`src/rtl/dl_request_sequencer_if.sv`:
```
// Bundle between the four core load ports, the data memory and the request sequencer.
// The master side (cores + memory) drives requests and row data; the slave side is the sequencer.
interface dl_request_sequencer_if #(
    parameter int ADDR_W = 16
);
    logic [3:0]        MR;
    logic [ADDR_W-1:0] MADDR1;
    logic [ADDR_W-1:0] MADDR2;
    logic [ADDR_W-1:0] MADDR3;
    logic [ADDR_W-1:0] MADDR4;
    logic [63:0]       mem_data;
    logic              MEMREAD;
    logic [ADDR_W-1:0] MEMADDR;
    logic [15:0]       DOUT1;
    logic [15:0]       DOUT2;
    logic [15:0]       DOUT3;
    logic [15:0]       DOUT4;
    logic [3:0]        DVALID;
    logic              busy;

    modport master (
        output MR, MADDR1, MADDR2, MADDR3, MADDR4, mem_data,
        input  MEMREAD, MEMADDR, DOUT1, DOUT2, DOUT3, DOUT4, DVALID, busy
    );

    modport slave (
        input  MR, MADDR1, MADDR2, MADDR3, MADDR4, mem_data,
        output MEMREAD, MEMADDR, DOUT1, DOUT2, DOUT3, DOUT4, DVALID, busy
    );
endinterface

```
`src/rtl/dl_request_sequencer.sv`:
```
// Latches up to four core read requests, issues one memory read per distinct row
// (lowest-index pending core first) and releases all requesters together.
module dl_request_sequencer #(
    parameter int ADDR_W  = 16,
    parameter int MEM_LAT = 1
) (
    input  logic                   clk,
    input  logic                   reset,
    dl_request_sequencer_if.slave  bus
);

    localparam int CNT_W = (MEM_LAT > 1) ? $clog2(MEM_LAT) : 1;

    typedef enum logic [1:0] {IDLE, ISSUE, WAIT, DONE} state_t;

    state_t            state_q, state_d;
    logic [3:0]        pend_q, pend_d;
    logic [3:0]        reqmask_q, reqmask_d;
    logic [ADDR_W-1:0] addr_q [4];
    logic [ADDR_W-1:0] addr_d [4];
    logic [CNT_W-1:0]  cnt_q, cnt_d;
    logic              memread_q, memread_d;
    logic [ADDR_W-1:0] memaddr_q, memaddr_d;
    logic [15:0]       dout_q [4];
    logic [15:0]       dout_d [4];
    logic [3:0]        dvalid_q, dvalid_d;
    logic              busy_q, busy_d;

    logic [ADDR_W-1:0] maddr_in [4];
    logic [3:0]        pend_left;

    assign maddr_in[0] = bus.MADDR1;
    assign maddr_in[1] = bus.MADDR2;
    assign maddr_in[2] = bus.MADDR3;
    assign maddr_in[3] = bus.MADDR4;

    function automatic logic [1:0] lowest(input logic [3:0] m);
        logic [1:0] idx;
        idx = 2'd0;
        for (int i = 3; i >= 0; i--) begin
            if (m[i]) idx = i[1:0];
        end
        return idx;
    endfunction

    function automatic logic [ADDR_W-1:0] row_of(input logic [ADDR_W-1:0] a);
        return {2'b00, a[ADDR_W-1:2]};
    endfunction

    // Word 0 of a row sits in the most significant lane.
    function automatic logic [15:0] word_sel(input logic [63:0] d, input logic [1:0] w);
        logic [15:0] r;
        case (w)
            2'd0:    r = d[63:48];
            2'd1:    r = d[47:32];
            2'd2:    r = d[31:16];
            default: r = d[15:0];
        endcase
        return r;
    endfunction

    always_comb begin
        state_d   = state_q;
        pend_d    = pend_q;
        reqmask_d = reqmask_q;
        cnt_d     = cnt_q;
        memread_d = 1'b0;
        memaddr_d = memaddr_q;
        dvalid_d  = 4'b0000;
        busy_d    = busy_q;
        pend_left = pend_q;
        for (int j = 0; j < 4; j++) begin
            addr_d[j] = addr_q[j];
            dout_d[j] = dout_q[j];
        end

        // Outputs are registered, so the strobe for a row is raised on the edge entering ISSUE.
        case (state_q)
            IDLE: begin
                if (bus.MR != 4'b0000) begin
                    pend_d    = bus.MR;
                    reqmask_d = bus.MR;
                    for (int j = 0; j < 4; j++) addr_d[j] = maddr_in[j];
                    memread_d = 1'b1;
                    memaddr_d = row_of(maddr_in[lowest(bus.MR)]);
                    busy_d    = 1'b1;
                    state_d   = ISSUE;
                end
            end
            ISSUE: begin
                cnt_d   = CNT_W'(MEM_LAT - 1);
                state_d = WAIT;
            end
            WAIT: begin
                if (cnt_q == '0) begin
                    for (int j = 0; j < 4; j++) begin
                        if (pend_q[j] && (row_of(addr_q[j]) == memaddr_q)) begin
                            dout_d[j]    = word_sel(bus.mem_data, addr_q[j][1:0]);
                            pend_left[j] = 1'b0;
                        end
                    end
                    pend_d = pend_left;
                    if (pend_left != 4'b0000) begin
                        memread_d = 1'b1;
                        memaddr_d = row_of(addr_q[lowest(pend_left)]);
                        state_d   = ISSUE;
                    end else begin
                        dvalid_d = reqmask_q;
                        state_d  = DONE;
                    end
                end else begin
                    cnt_d = cnt_q - 1'b1;
                end
            end
            DONE: begin
                busy_d  = 1'b0;
                state_d = IDLE;
            end
            default: state_d = IDLE;
        endcase
    end

    always_ff @(posedge clk) begin
        if (reset) begin
            state_q   <= IDLE;
            pend_q    <= '0;
            reqmask_q <= '0;
            cnt_q     <= '0;
            memread_q <= 1'b0;
            memaddr_q <= '0;
            dvalid_q  <= '0;
            busy_q    <= 1'b0;
            for (int j = 0; j < 4; j++) begin
                addr_q[j] <= '0;
                dout_q[j] <= '0;
            end
        end else begin
            state_q   <= state_d;
            pend_q    <= pend_d;
            reqmask_q <= reqmask_d;
            cnt_q     <= cnt_d;
            memread_q <= memread_d;
            memaddr_q <= memaddr_d;
            dvalid_q  <= dvalid_d;
            busy_q    <= busy_d;
            for (int j = 0; j < 4; j++) begin
                addr_q[j] <= addr_d[j];
                dout_q[j] <= dout_d[j];
            end
        end
    end

    assign bus.MEMREAD = memread_q;
    assign bus.MEMADDR = memaddr_q;
    assign bus.DOUT1   = dout_q[0];
    assign bus.DOUT2   = dout_q[1];
    assign bus.DOUT3   = dout_q[2];
    assign bus.DOUT4   = dout_q[3];
    assign bus.DVALID  = dvalid_q;
    assign bus.busy    = busy_q;

endmodule

```
`src/flat_wrapper.sv`:
```
// flat-port wrapper written by rule: the top's interface ports become plain ports
module dl_request_sequencer_flat 
#(
    parameter int ADDR_W  = 16,
    parameter int MEM_LAT = 1
)
  (clk, reset, bus_MR, bus_MADDR1, bus_MADDR2, bus_MADDR3, bus_MADDR4, bus_mem_data, bus_MEMREAD, bus_MEMADDR, bus_DOUT1, bus_DOUT2, bus_DOUT3, bus_DOUT4, bus_DVALID, bus_busy);
  dl_request_sequencer_if #(.ADDR_W(ADDR_W)) bus_i ();
  input  logic clk;
  input  logic reset;
  input wire logic [$bits(bus_i.MR)-1:0] bus_MR;
  input wire logic [$bits(bus_i.MADDR1)-1:0] bus_MADDR1;
  input wire logic [$bits(bus_i.MADDR2)-1:0] bus_MADDR2;
  input wire logic [$bits(bus_i.MADDR3)-1:0] bus_MADDR3;
  input wire logic [$bits(bus_i.MADDR4)-1:0] bus_MADDR4;
  input wire logic [$bits(bus_i.mem_data)-1:0] bus_mem_data;
  output wire logic [$bits(bus_i.MEMREAD)-1:0] bus_MEMREAD;
  output wire logic [$bits(bus_i.MEMADDR)-1:0] bus_MEMADDR;
  output wire logic [$bits(bus_i.DOUT1)-1:0] bus_DOUT1;
  output wire logic [$bits(bus_i.DOUT2)-1:0] bus_DOUT2;
  output wire logic [$bits(bus_i.DOUT3)-1:0] bus_DOUT3;
  output wire logic [$bits(bus_i.DOUT4)-1:0] bus_DOUT4;
  output wire logic [$bits(bus_i.DVALID)-1:0] bus_DVALID;
  output wire logic [$bits(bus_i.busy)-1:0] bus_busy;
  assign bus_i.MR = bus_MR;
  assign bus_i.MADDR1 = bus_MADDR1;
  assign bus_i.MADDR2 = bus_MADDR2;
  assign bus_i.MADDR3 = bus_MADDR3;
  assign bus_i.MADDR4 = bus_MADDR4;
  assign bus_i.mem_data = bus_mem_data;
  assign bus_MEMREAD = bus_i.MEMREAD;
  assign bus_MEMADDR = bus_i.MEMADDR;
  assign bus_DOUT1 = bus_i.DOUT1;
  assign bus_DOUT2 = bus_i.DOUT2;
  assign bus_DOUT3 = bus_i.DOUT3;
  assign bus_DOUT4 = bus_i.DOUT4;
  assign bus_DVALID = bus_i.DVALID;
  assign bus_busy = bus_i.busy;
  dl_request_sequencer #(.ADDR_W(ADDR_W), .MEM_LAT(MEM_LAT)) u_core (.clk(clk), .reset(reset), .bus(bus_i));
endmodule
```
`config.mk`:
```
export PLATFORM = sky130hd
export DESIGN_NAME = dl_request_sequencer_flat
export DESIGN_NICKNAME = d
export VERILOG_FILES = /design/src/rtl/dl_request_sequencer_if.sv /design/src/rtl/dl_request_sequencer.sv /design/src/flat_wrapper.sv
export SDC_FILE = /design/constraint.sdc
export NUM_CORES = 1
export LEC_CHECK = 0
export ABC_CLOCK_PERIOD_IN_PS = 3200
export BUFFER_PORTS_ARGS = -buffer_cell sky130_fd_sc_hd__clkbuf_2
export CORE_MARGIN = 2
export CORE_UTILIZATION = 54
export CTS_CLUSTER_SIZE = 14
export DETAILED_ROUTE_END_ITERATION = 6
export PLACE_DENSITY = 0.93
export SYNTH_ARGS = -nofsm -noshare
export SYNTH_HDL_FRONTEND = slang
export SYNTH_SLANG_ARGS = --single-unit
export TNS_END_PERCENT = 10
```
`constraint.sdc`:
```
create_clock -name clk -period 3.2 [get_ports clk]
set_input_delay 0.32 -clock clk [delete_from_list [all_inputs] [get_ports clk]]
set_output_delay 0.32 -clock clk [all_outputs]
set_load 0.01 [all_outputs]
```
# == Yosys cells after proc, flatten, opt, wreduce, memory -nomap -nowiden ==
# Memory sizes are Yosys's and may differ from the RTL's.
# Cells that the tools add are included.
# op_classes
add_sub_neg,1
order_cmp,1
eq_ne,18
mux,70
n_bitwise,10
reduce_logical,20
# ops
op,count
16-bit 2-to-1 mux,17
64-bit 2-to-1 mux,4
16-bit case mux with 3 select lines,4
14-bit by 16-bit == test with 1-bit output,4
16-bit binary-select mux with 2-bit select,1
2-bit 2-to-1 mux,16
16-bit case mux with 2 select lines,1
1-bit 2-to-1 mux,20
2-bit == test (second input constant),6
2-bit by 1-bit == test with 1-bit output (second input constant),5
2-bit zero test,5
4-bit 2-to-1 mux,2
1-bit OR,8
2-bit case mux with 4 select lines,1
4-bit case mux with 2 select lines,1
4-bit nonzero test,2
1-bit case mux with 2 select lines,3
2-bit AND reduction,3
2-bit nonzero test,3
1-bit logical AND,4
2-bit by 1-bit inequality test with 1-bit output (second input constant),2
4-bit AND reduction,1
4-bit OR reduction,1
3-bit greater-or-equal comparator (second input constant),1
5 further kinds,5
# word_totals
regBits,33
ramBits,128
inputBits,134
out_inout_bits,86
elab_cells,130
n_memories,2
# mem_list
memory,words,word_bits,rd,rd_ports_with_merged_regs,wr,line_no,source
u_core.addr_q,4,16,5,0,4,dl_request_sequencer.sv:19,logic [ADDR_W-1:0] addr_q [4];
u_core.dout_q,4,16,4,0,4,dl_request_sequencer.sv:24,logic [15:0] dout_q [4];

# == Logic depth before layout (Yosys ltp) ==
# Gate-level depths: netlist (run 1).
# An unclocked memory read counts as a cell.
# logic_depth
depth_word,16
ltp_mapped,10
ltp_nobuf,8

# == Least setup slack after synthesis (run 1) ==
# OpenSTA, ideal clock, no wires.
# synth_timing
kind,register to register
from,register u_core.memaddr_q[1] (netlist: u_core.bus.MEMADDR[1])
to,register u_core.memaddr_q[12] (netlist: u_core.bus.MEMADDR[12])
setup_time_ns,0.132
t_arrival_ns,2.498
t_required_ns,3.068
setup_slack_ns,0.570
stages_incl_launch_ff,11
path_cell_list,dfxtp_1 > clkbuf_1 > xnor2_1 > nand4_1 > nor4_1 > nor2b_2 > o21ai_4 > buf_6 > mux2_1 > a221oi_2 > nor3_1
# synth_between
elab_chain_len,16
# synth_lines
item,line_no,source
from (decl),dl_request_sequencer.sv:23,"logic [ADDR_W-1:0] memaddr_q, memaddr_d;"
from (signal assigned),dl_request_sequencer.sv:143,memaddr_q <= memaddr_d;
14-bit by 16-bit == test with 1-bit output,dl_request_sequencer.sv:97,if (pend_q[j] && (row_of(addr_q[j]) == memaddr_q)) begin
1-bit logical AND,dl_request_sequencer.sv:97,
1-bit 2-to-1 mux,dl_request_sequencer.sv:97,
1-bit 2-to-1 mux,dl_request_sequencer.sv:95,if (cnt_q == '0) begin
1-bit 2-to-1 mux,dl_request_sequencer.sv:78,case (state_q)
2-bit 2-to-1 mux (4 in a row),dl_request_sequencer.sv:41,if (m[i]) idx = i[1:0];
2-bit 2-to-1 mux,dl_request_sequencer.sv:103,if (pend_left != 4'b0000) begin
2-bit 2-to-1 mux,dl_request_sequencer.sv:95,
2-bit 2-to-1 mux,dl_request_sequencer.sv:78,
memory 4 x 16 bit,n/a,
16-bit 2-to-1 mux,dl_request_sequencer.sv:103,
16-bit 2-to-1 mux,dl_request_sequencer.sv:95,
16-bit case mux with 2 select lines,dl_request_sequencer.sv:78,
# Parallel ways exist; a longest one is shown, timed or not. The select of a mux whose other input is x is not followed.
# A chain may end at the register's enable or synchronous reset.

# == Final worst setup path (run 1) ==
# layout_timing
from,register u_core.memaddr_q[7] (netlist: u_core.bus.MEMADDR[7])
to,register u_core.memaddr_q[13] (netlist: u_core.bus.MEMADDR[13])
# The elaborated chain is that of the path after synthesis.

==> results summary, run 1 <==
The launch instance of the worst register-to-register path is u_core.bus.MEMADDR[7]. The final estimated routing congestion in global placement came out at around 0.97. Summed over all instances, the cell type with the most area after synthesis is sky130_fd_sc_hd__dfxtp_1.

The residual overflow from global routing came out at 0. The final routed wire length divided by cell count came out at approximately 20 um. The floorplan core area came out at 15900 um2. VDD sags by at most 0.369 mV. The category of the worst setup path capture point is a flip-flop.

The classification of the worst-slack hold path is in -> reg. The most used flip-flop cell after synthesis is sky130_fd_sc_hd__dfxtp_1. After layout, the minimum clock period comes to about 3 ns. The number of placement rows is between 40 and 50. The die boundary height came out at 131 um. The initial core utilization came out at 55.3%. The destination of the worst hold path is u_core.addr_q[3][1]. The root buffer cell is sky130_fd_sc_hd__clkbuf_16. The transition time at the pin with the least slew margin came out at between 0.7 and 0.8 ns. The setup slack of the most critical reg-to-reg path is 0.22 ns. Leaving out fill and tap cells, the most frequent cell in the layout is sky130_fd_sc_hd__clkbuf_2.

The post-CTS setup repair buffer count is 0. The leakage power total came out at between 0.004 and 0.005 uW. The remaining routing DRC violations is 0.

Clock tree synthesis inserted a total of 17 buffers. Counting along the longest clock path gives a buffer depth of 2. The number of buffers added to fix hold violations after cts came out at 0. The sequential cell area fraction in the yosys report is a little over a third. The register bit count reported by yosys is roughly 160.

The post-synthesis instance total came out at between 800 and 900. The number of vias after detailed routing came out at a little under 8000. TritonCTS built the clock tree. The number of nets still failing antenna checks after routing came out at 0. The flow ran to the end, and the final reports show no timing, DRC or antenna violations. The area of the multi-input gates is around 5300 um2.

In this run, distinct cell masters in the synthesized netlist total 41. The sink count of the clock tree is 158. The number of endpoints failing setup at the final stage is 0. The cell depth of the worst hold path is 3.

The average size of a mapped cell came out at 9.92 um2. Measured against the total synthesized area, the mux share comes to 31.3%. The number of placed cells counting well taps is 1267. The via count of the first global-routing pass is 8022. The layout overhead on the synthesized area is 21.8%. The type of element launching the critical path is a flip-flop. The final-layout fill cell count is about 1100. The number of gates given a new drive strength after cts came out at 0. The depth of the worst register-to-register path came out at 9. The aggregate global-route resource usage is between 30 and 40%.

In the routed layout, each cell is associated on average with a via count of about 6.1. The first global-routing pass estimated 42.6 mm of wire. The post-layout total power is around 5700 uW. The die covers approximately 17000 um2. The top cell types in the final layout, fill and taps aside, are sky130_fd_sc_hd__clkbuf_2 (216), sky130_fd_sc_hd__dfxtp_1 (158), sky130_fd_sc_hd__nand2_1 (146). The layout net count came out at between 1000 and 1500. The number of enable-type register cells in the synthesized netlist is 0.

In this run the most critical hold path is launched from bus_MADDR4[1]. The total negative setup slack is 0 ns. Dividing total power by cell area gives a power density of approximately 530 nW/um2.

The number of antenna repair diodes came out at 0. The number of hold violations in the final report is 0. From left edge to right edge, the die measures about 130 um. The largest fanout on the critical path is 16.

The endpoint identified for the worst register-to-register timing path is u_core.bus.MEMADDR[13]. Leaving out filler cells and counting taps, the final layout contains 1299. The area share of fa/ha/maj cells after synthesis is 0%.

Setup repair after global routing left no endpoint under its margin. The worst relative slew slack is a little under half. The sum of net half-perimeters after detailed placement is between 15 and 20 mm.

Data on the critical path arrives at its endpoint at roughly 3.3 ns. The worst-case clock skew came out at between 0.015 and 0.02 ns. The count of H-tree levels built during CTS came out at 4.

At the end of the flow the core is filled with cells to 67.3%. The synthesized netlist devotes around 14% of its cell area to simple gates. The xor-xnor portion of the synthesized cell area came out at approximately 5.6%. The max-slew violation total from the final report came out at 0. The worst setup path is of the reg -> reg kind. The netlist area before placement came out at a little under 9000 um2.

Derived from the worst setup path, the maximum achievable clock frequency is between 0.3 and 0.4 GHz. Yosys printed 0 warnings. In the post-synthesis netlist, the biggest area contributors are sky130_fd_sc_hd__dfxtp_1 (36%), sky130_fd_sc_hd__mux4_2 (20%), sky130_fd_sc_hd__mux2i_1 (7.3%). After synthesis, the largest family of logic cells by area is multiplexers. The data required time of the critical path came out at between 3 and 4 ns.

The later pin in the worst-skew pair is clocked with a latency of roughly 0.42 ns. The top cell type's share of synthesized area came out at 36.0%. The max capacitance violation total is 0. The number of antenna violations at the first check in global routing came out at 0. The number of DRC violations after detailed-routing iteration 0 came out at about 700. The overall routed net length came out at 26.5 mm. The number of primary I/O pins is 220. The largest net degree at the start of global routing came out at between 60 and 70. After clock tree synthesis, the clock-pin slew on the worst setup and hold paths is roughly 0.060 ns. The share of the clock period used by the worst path after layout is 93.0%. The total area of sequential cells is 3160 um2. The total of buffers placed on input and output ports is 217.

The share of final-layout standard cells stronger than drive strength 1 came out at between 30 and 40%. After synthesis, the share of flip-flops with an asynchronous set or reset is 0%. The synthesized netlist devotes 8.31% of its cell area to compound gates. The pre-antenna-repair detailed-routing pass consisted of 6 iterations.
-- Yosys cell counts, types with 2 or more instances --
master,number
sky130_fd_sc_hd__mux2_4,9
sky130_fd_sc_hd__mux2_2,8
sky130_fd_sc_hd__nor2b_1,3
sky130_fd_sc_hd__nand4_1,10
sky130_fd_sc_hd__buf_2,17
sky130_fd_sc_hd__nand3_1,4
sky130_fd_sc_hd__inv_1,9
sky130_fd_sc_hd__o21ai_0,14
sky130_fd_sc_hd__xor2_1,14
sky130_fd_sc_hd__a22oi_1,5
sky130_fd_sc_hd__or2_2,2
sky130_fd_sc_hd__clkbuf_1,56
sky130_fd_sc_hd__nor2_1,101
sky130_fd_sc_hd__mux2i_1,64
sky130_fd_sc_hd__buf_4,2
sky130_fd_sc_hd__a211oi_1,2
sky130_fd_sc_hd__xnor2_1,42
sky130_fd_sc_hd__nand2_1,146
sky130_fd_sc_hd__a221oi_2,7
sky130_fd_sc_hd__mux4_2,78
sky130_fd_sc_hd__dfxtp_1,158
sky130_fd_sc_hd__nand2b_1,3
sky130_fd_sc_hd__a221oi_1,7
sky130_fd_sc_hd__buf_6,4
sky130_fd_sc_hd__buf_1,2
sky130_fd_sc_hd__nor3_1,16
sky130_fd_sc_hd__a21oi_1,73
sky130_fd_sc_hd__nor4_2,6
sky130_fd_sc_hd__mux2_1,11
-- where the power goes --
group / total, uW / switching [uW] / internal, uW
Clock: 2180 / 843 / 1340
Combinational: 1260 / 649 / 610
Sequential: 2260 / 181 / 2080
Total: 5700 / 1670 / 4030
-- critical path: stages (launching register included) --
cell	delay, ns
sky130_fd_sc_hd__dfxtp_1	0.47
sky130_fd_sc_hd__xnor2_1	0.20
sky130_fd_sc_hd__nand4_1	0.19
sky130_fd_sc_hd__nor4_1	0.49
sky130_fd_sc_hd__nor2b_2	0.18
sky130_fd_sc_hd__o21ai_4	0.21
sky130_fd_sc_hd__buf_4	0.31
sky130_fd_sc_hd__mux2_2	0.37
sky130_fd_sc_hd__a221oi_1	0.32
sky130_fd_sc_hd__nor3_1	0.09
-- worst max path at each step --
stage	from	to	slack [ns]	depth (start not counted)
after floorplan	u_core.bus.MEMADDR[1]	u_core.bus.MEMADDR[12]	0.57	10
after global placement	u_core.bus.MEMADDR[3]	u_core.bus.MEMADDR[6]	0.42	8
after detailed placement	u_core.bus.MEMADDR[7]	u_core.bus.MEMADDR[13]	0.27	8
after CTS	u_core.bus.MEMADDR[13]	u_core.bus.MEMADDR[10]	0.17	8
after global routing	u_core.bus.MEMADDR[13]	u_core.bus.MEMADDR[6]	0.13	8
final	u_core.bus.MEMADDR[7]	u_core.bus.MEMADDR[13]	0.22	9
-- sequential cells by signal, indices dropped and copies added (netlist names) --
signal and flops:
u_core.reqmask_q 4, u_core.addr_q 64, u_core.state_q 2, u_core.bus.busy 1
u_core.bus.DVALID 4, u_core.bus.MEMREAD 1, u_core.dout_q 64, u_core.pend_q 4
u_core.bus.MEMADDR 14
-- logic make-up (layout without fill, tap and decap cells) --
family | Yosys count | in the layout
simple gates | 295 | 295
mux | 170 | 170
flops | 158 | 158
compound gates | 115 | 115
buf+inv | 90 | 287
xor+xnor | 56 | 56
other cells | 1 | 2
-- routing by layer --
layer / up-vias / wire length (um) / share of wire [%] / GRT usage, %
met5: - / 0 / 0 / 0
met4: 0 / 972 / 3.7 / 14.1
met3: 91 / 2290 / 8.6 / 7.18
met2: 476 / 13300 / 50 / 52.5
met1: 3837 / 9980 / 38 / 37.9
li1: 3522 / - / - / -
-- per-stage QoR --
step / instance area, um2 / worst slack [ns] / hold slack, ns
after floorplan: 8780 / 0.570 / 0.409
after global placement: 10100 / 0.424 / 0.419
after detailed placement: 10100 / 0.273 / 0.417
after CTS: 10700 / 0.170 / 0.111
after global routing: 10700 / 0.132 / 0.108
final: 10700 / 0.223 / 0.122
-- cell type report --
class | instances | area share, %
clock inverter | 12 | 1.70
clock buffer | 20 | 4.18
timing repair buffer | 246 | 12.6
multi-input combinational | 638 | 49.1
sequential | 158 | 29.6
tap | 216 | 2.53
inverter | 9 | 0.316
No activity file was read; power rests on OpenSTA's default activity.
==> inputs of run 2 (changes only) <==
--- a/config.mk
+++ b/config.mk
@@ -8,10 +8,11 @@
 export ABC_CLOCK_PERIOD_IN_PS = 3200
 export BUFFER_PORTS_ARGS = -buffer_cell sky130_fd_sc_hd__clkbuf_2
 export CORE_MARGIN = 2
-export CORE_UTILIZATION = 54
+export CORE_UTILIZATION = 40
 export CTS_CLUSTER_SIZE = 14
 export DETAILED_ROUTE_END_ITERATION = 6
-export PLACE_DENSITY = 0.93
+export PLACE_DENSITY = 0.75
+export SLEW_MARGIN = 15
 export SYNTH_ARGS = -nofsm -noshare
 export SYNTH_HDL_FRONTEND = slang
 export SYNTH_SLANG_ARGS = --single-unit
==> run 2 against run 1 <==
  * Critical path depth is the same
  * Utilization fell by 18 points
  * Cell area is 0.32% lower
  * Sequential share of layout area grew 0.094 points
  * Maximum frequency rose by 7.3%
  * Total power down 5.2%
==> results summary, run 2 (same netlist as run 1, synthesis figures left out) <==
The layout net count is 1200 (-0.33%). The highest layer touched by signal routing is met4. Leaving out fill and tap cells, the most frequent cells in the layout are sky130_fd_sc_hd__clkbuf_2 (216), sky130_fd_sc_hd__dfxtp_1 (158), sky130_fd_sc_hd__nand2_1 (146). The category of the worst setup path capture point is a flip-flop. The arrival time of data at the critical path endpoint is 3.05 ns (-0.21 ns). The wire length on met1 came to 10.3 mm (+3.7%). The final estimated routing congestion in global placement is 0.908 (-6.7%). The setup slack of the most critical reg-to-reg path came out at 0.42 ns (+0.20 ns).

The share of final-layout standard cells stronger than drive strength 1 is 36.2% (-0.051 points). The number of hold violations in the final report came to 0 (unchanged). Setup repair after global routing left no endpoint under its margin. The transition time at the pin with the least slew margin came out at 0.921 ns (+0.142 ns).

The number of antenna repair diodes came to 0 (unchanged). The worst hold slack is 0.115 ns (-0.00661 ns). The worst-case clock skew is 0.0124 ns (-0.00322 ns). The number of buffers created by CTS is 17 (unchanged). The worst slack after detailed placement came out at 0.453 ns (+0.179 ns). The type of the worst setup path is reg -> reg. The layout overhead on the synthesized area came out at 21.4%. The classification of the worst-slack hold path is in -> reg. The area of the multi-input gates is 5240 um2 (-0.17%). The number of vias after detailed routing came out at 7445 (-6.1%). The first-pass GRT wire length is 40.3 mm (-5.4%). The detailed route wirelength on metal2 is 12.3 mm (-7.1%). The flow ran to the end, and the final reports show no timing, DRC or antenna violations. The sink count of the clock tree came out at 158 (unchanged). The cell depth of the worst hold path is 3 (unchanged). The total area of sequential cells came to 3160 um2 (unchanged).

The largest fanout on the critical path is 28 (+12). The depth of the worst register-to-register path is 9 (unchanged). The floorplan core area was 21700 um2 (+37%).

The total of buffers placed on input and output ports came out at 217 (unchanged). The type of element launching the critical path is a flip-flop. The final routed wire length divided by cell count is 18.3 um (-10%). The clock latency on the worst-skew pair is 0.43 ns (about the same). The minimum setup slack in the final design came out at 0.425 ns (+0.202 ns). The number of placement rows is 54 (+17%). The max capacitance violation total came to 0 (unchanged). The number of antenna violations at the first check in global routing came out at 0 (unchanged). The number of DRC violations after detailed-routing iteration 0 is 395 (-44%).

The TritonCTS clock tree is yes. The leakage power total is 0.00481 uW (-1.1%). The residual overflow from global routing came to 0 (unchanged). The post-CTS setup repair buffer count came to 0 (unchanged). The number of search-and-repair iterations in the first detailed-routing pass is 4 (-2). The power per standard cell area came out at 507 nW/um2 (-4.9%). The beginning of the worst hold path is bus_MADDR4[9]. The die width is 152 um (+16%). The library cell used most frequently in the layout, excluding fill and tap cells, is sky130_fd_sc_hd__clkbuf_2.

The shortest period the worst path allows came out at 2.78 ns (-0.202 ns). The via count of the first global-routing pass came out at 7485 (-6.7%). The number of primary I/O pins came to 220 (unchanged). The remaining routing DRC violations is 0 (unchanged). The area of the die is 23100 um2 (+34%).

The endpoint identified for the worst register-to-register timing path is u_core.bus.MEMADDR[6]. The die boundary height came out at 152 um (+16%). The clock transition at the register clock pins on the worst setup and hold paths after CTS came out at 0.07 ns (about the same). The root buffer cell is sky130_fd_sc_hd__clkbuf_16. The worst relative slew slack is 38.5% (-9.2 points). The launch instance of the worst register-to-register path is u_core.bus.MEMADDR[13]. The largest net degree at the start of global routing came out at 78 (+16%). The maximum buffer depth of the clock tree came out at 2 (unchanged).

The number of endpoints failing setup at the final stage is 0 (unchanged). The number of buffers added to fix hold violations after cts is 0 (unchanged). The path with the worst hold slack has its endpoint at u_core.addr_q[3][9].

The max-slew violation total from the final report came to 0 (unchanged). The number of nets still failing antenna checks after routing was 0 (unchanged). The top achievable clock speed was 0.360 GHz (+7.3%). The initial core utilization is 40.5% (-15 points). The sum of net half-perimeters after detailed placement is 18.3 mm (-3.1%). The overall routed net length is 24.9 mm (-6.1%).

The number of gates given a new drive strength after cts was 0 (unchanged). The final-layout fill cell count came out at 2022 (+77%). The total length of routed met3 wires is 1.68 mm (-27%). The aggregate global-route resource usage came to 21.6% (-9.5 points). The count of H-tree levels built during CTS came out at 4 (unchanged). The share of the clock period used by the worst path after layout is 86.7% (-6.3 points).

The total negative setup slack was 0 ns (unchanged). The data required time of the critical path is 3.47 ns (about the same). The peak ir drop on the vdd network is 0.347 mV (-6.0%).

The ratio of routed vias to standard cells is 5.48 (-10%). The startpoint of the worst setup timing path is u_core.bus.MEMADDR[13]. The core utilization of the finished layout was 49.1% (-18 points).
## run 2: cell type report
cell class,instances,area share [%]
Sequential cell,158,29.7
Clock inverter,14,1.19
Inverter,9,0.317
Clock buffer,18,4.12
Timing Repair Buffer,242,12.2
Tap cell,280,3.29
Multi-Input combinational cell,638,49.2
## run 2: where the power goes
group | internal, uW | switching [uW] | total, uW
clock | 1040 | 899 | 1940
combinational | 602 | 617 | 1220
sequential | 2080 | 167 | 2250
total | 3720 | 1680 | 5410
## run 2: layer usage
layer / GRT usage (%) / vias to the layer above
li1: - / 3507
met1: 27.4 / 3587
met2: 36.9 / 314
met3: 4.89 / 37
met4: 6.76 / 0
met5: 0 / -
## run 2: metrics by stage
stage,instances,cell area (um2),power (uW)
4_1_cts,1359,10700,5450
6_report,1359,10700,5410
5_1_grt,1359,10700,5660
2_1_floorplan,886,8780,3140
3_3_place_gp,1327,10100,3480
3_5_place_dp,1327,10100,3500
## run 2: worst max-delay path, stage by stage (launching register included)
cell and delay (ns):
sky130_fd_sc_hd__dfxtp_1 0.49, sky130_fd_sc_hd__xnor2_1 0.20, sky130_fd_sc_hd__nand4_1 0.14, sky130_fd_sc_hd__nor4_2 0.48, sky130_fd_sc_hd__a211oi_2 0.12, sky130_fd_sc_hd__o21ai_4 0.17, sky130_fd_sc_hd__buf_12 0.22, sky130_fd_sc_hd__mux2_2 0.35
sky130_fd_sc_hd__a221oi_1 0.32, sky130_fd_sc_hd__nor3_1 0.10
## run 2: worst max-delay path by stage
| stage | to |
|---|---|
| floorplan | u_core.bus.MEMADDR[12] |
| global placement | u_core.bus.MEMADDR[13] |
| detailed placement | u_core.bus.MEMADDR[6] |
| CTS | u_core.bus.MEMADDR[6] |
| global route | u_core.bus.MEMADDR[6] |
| finish | u_core.bus.MEMADDR[6] |
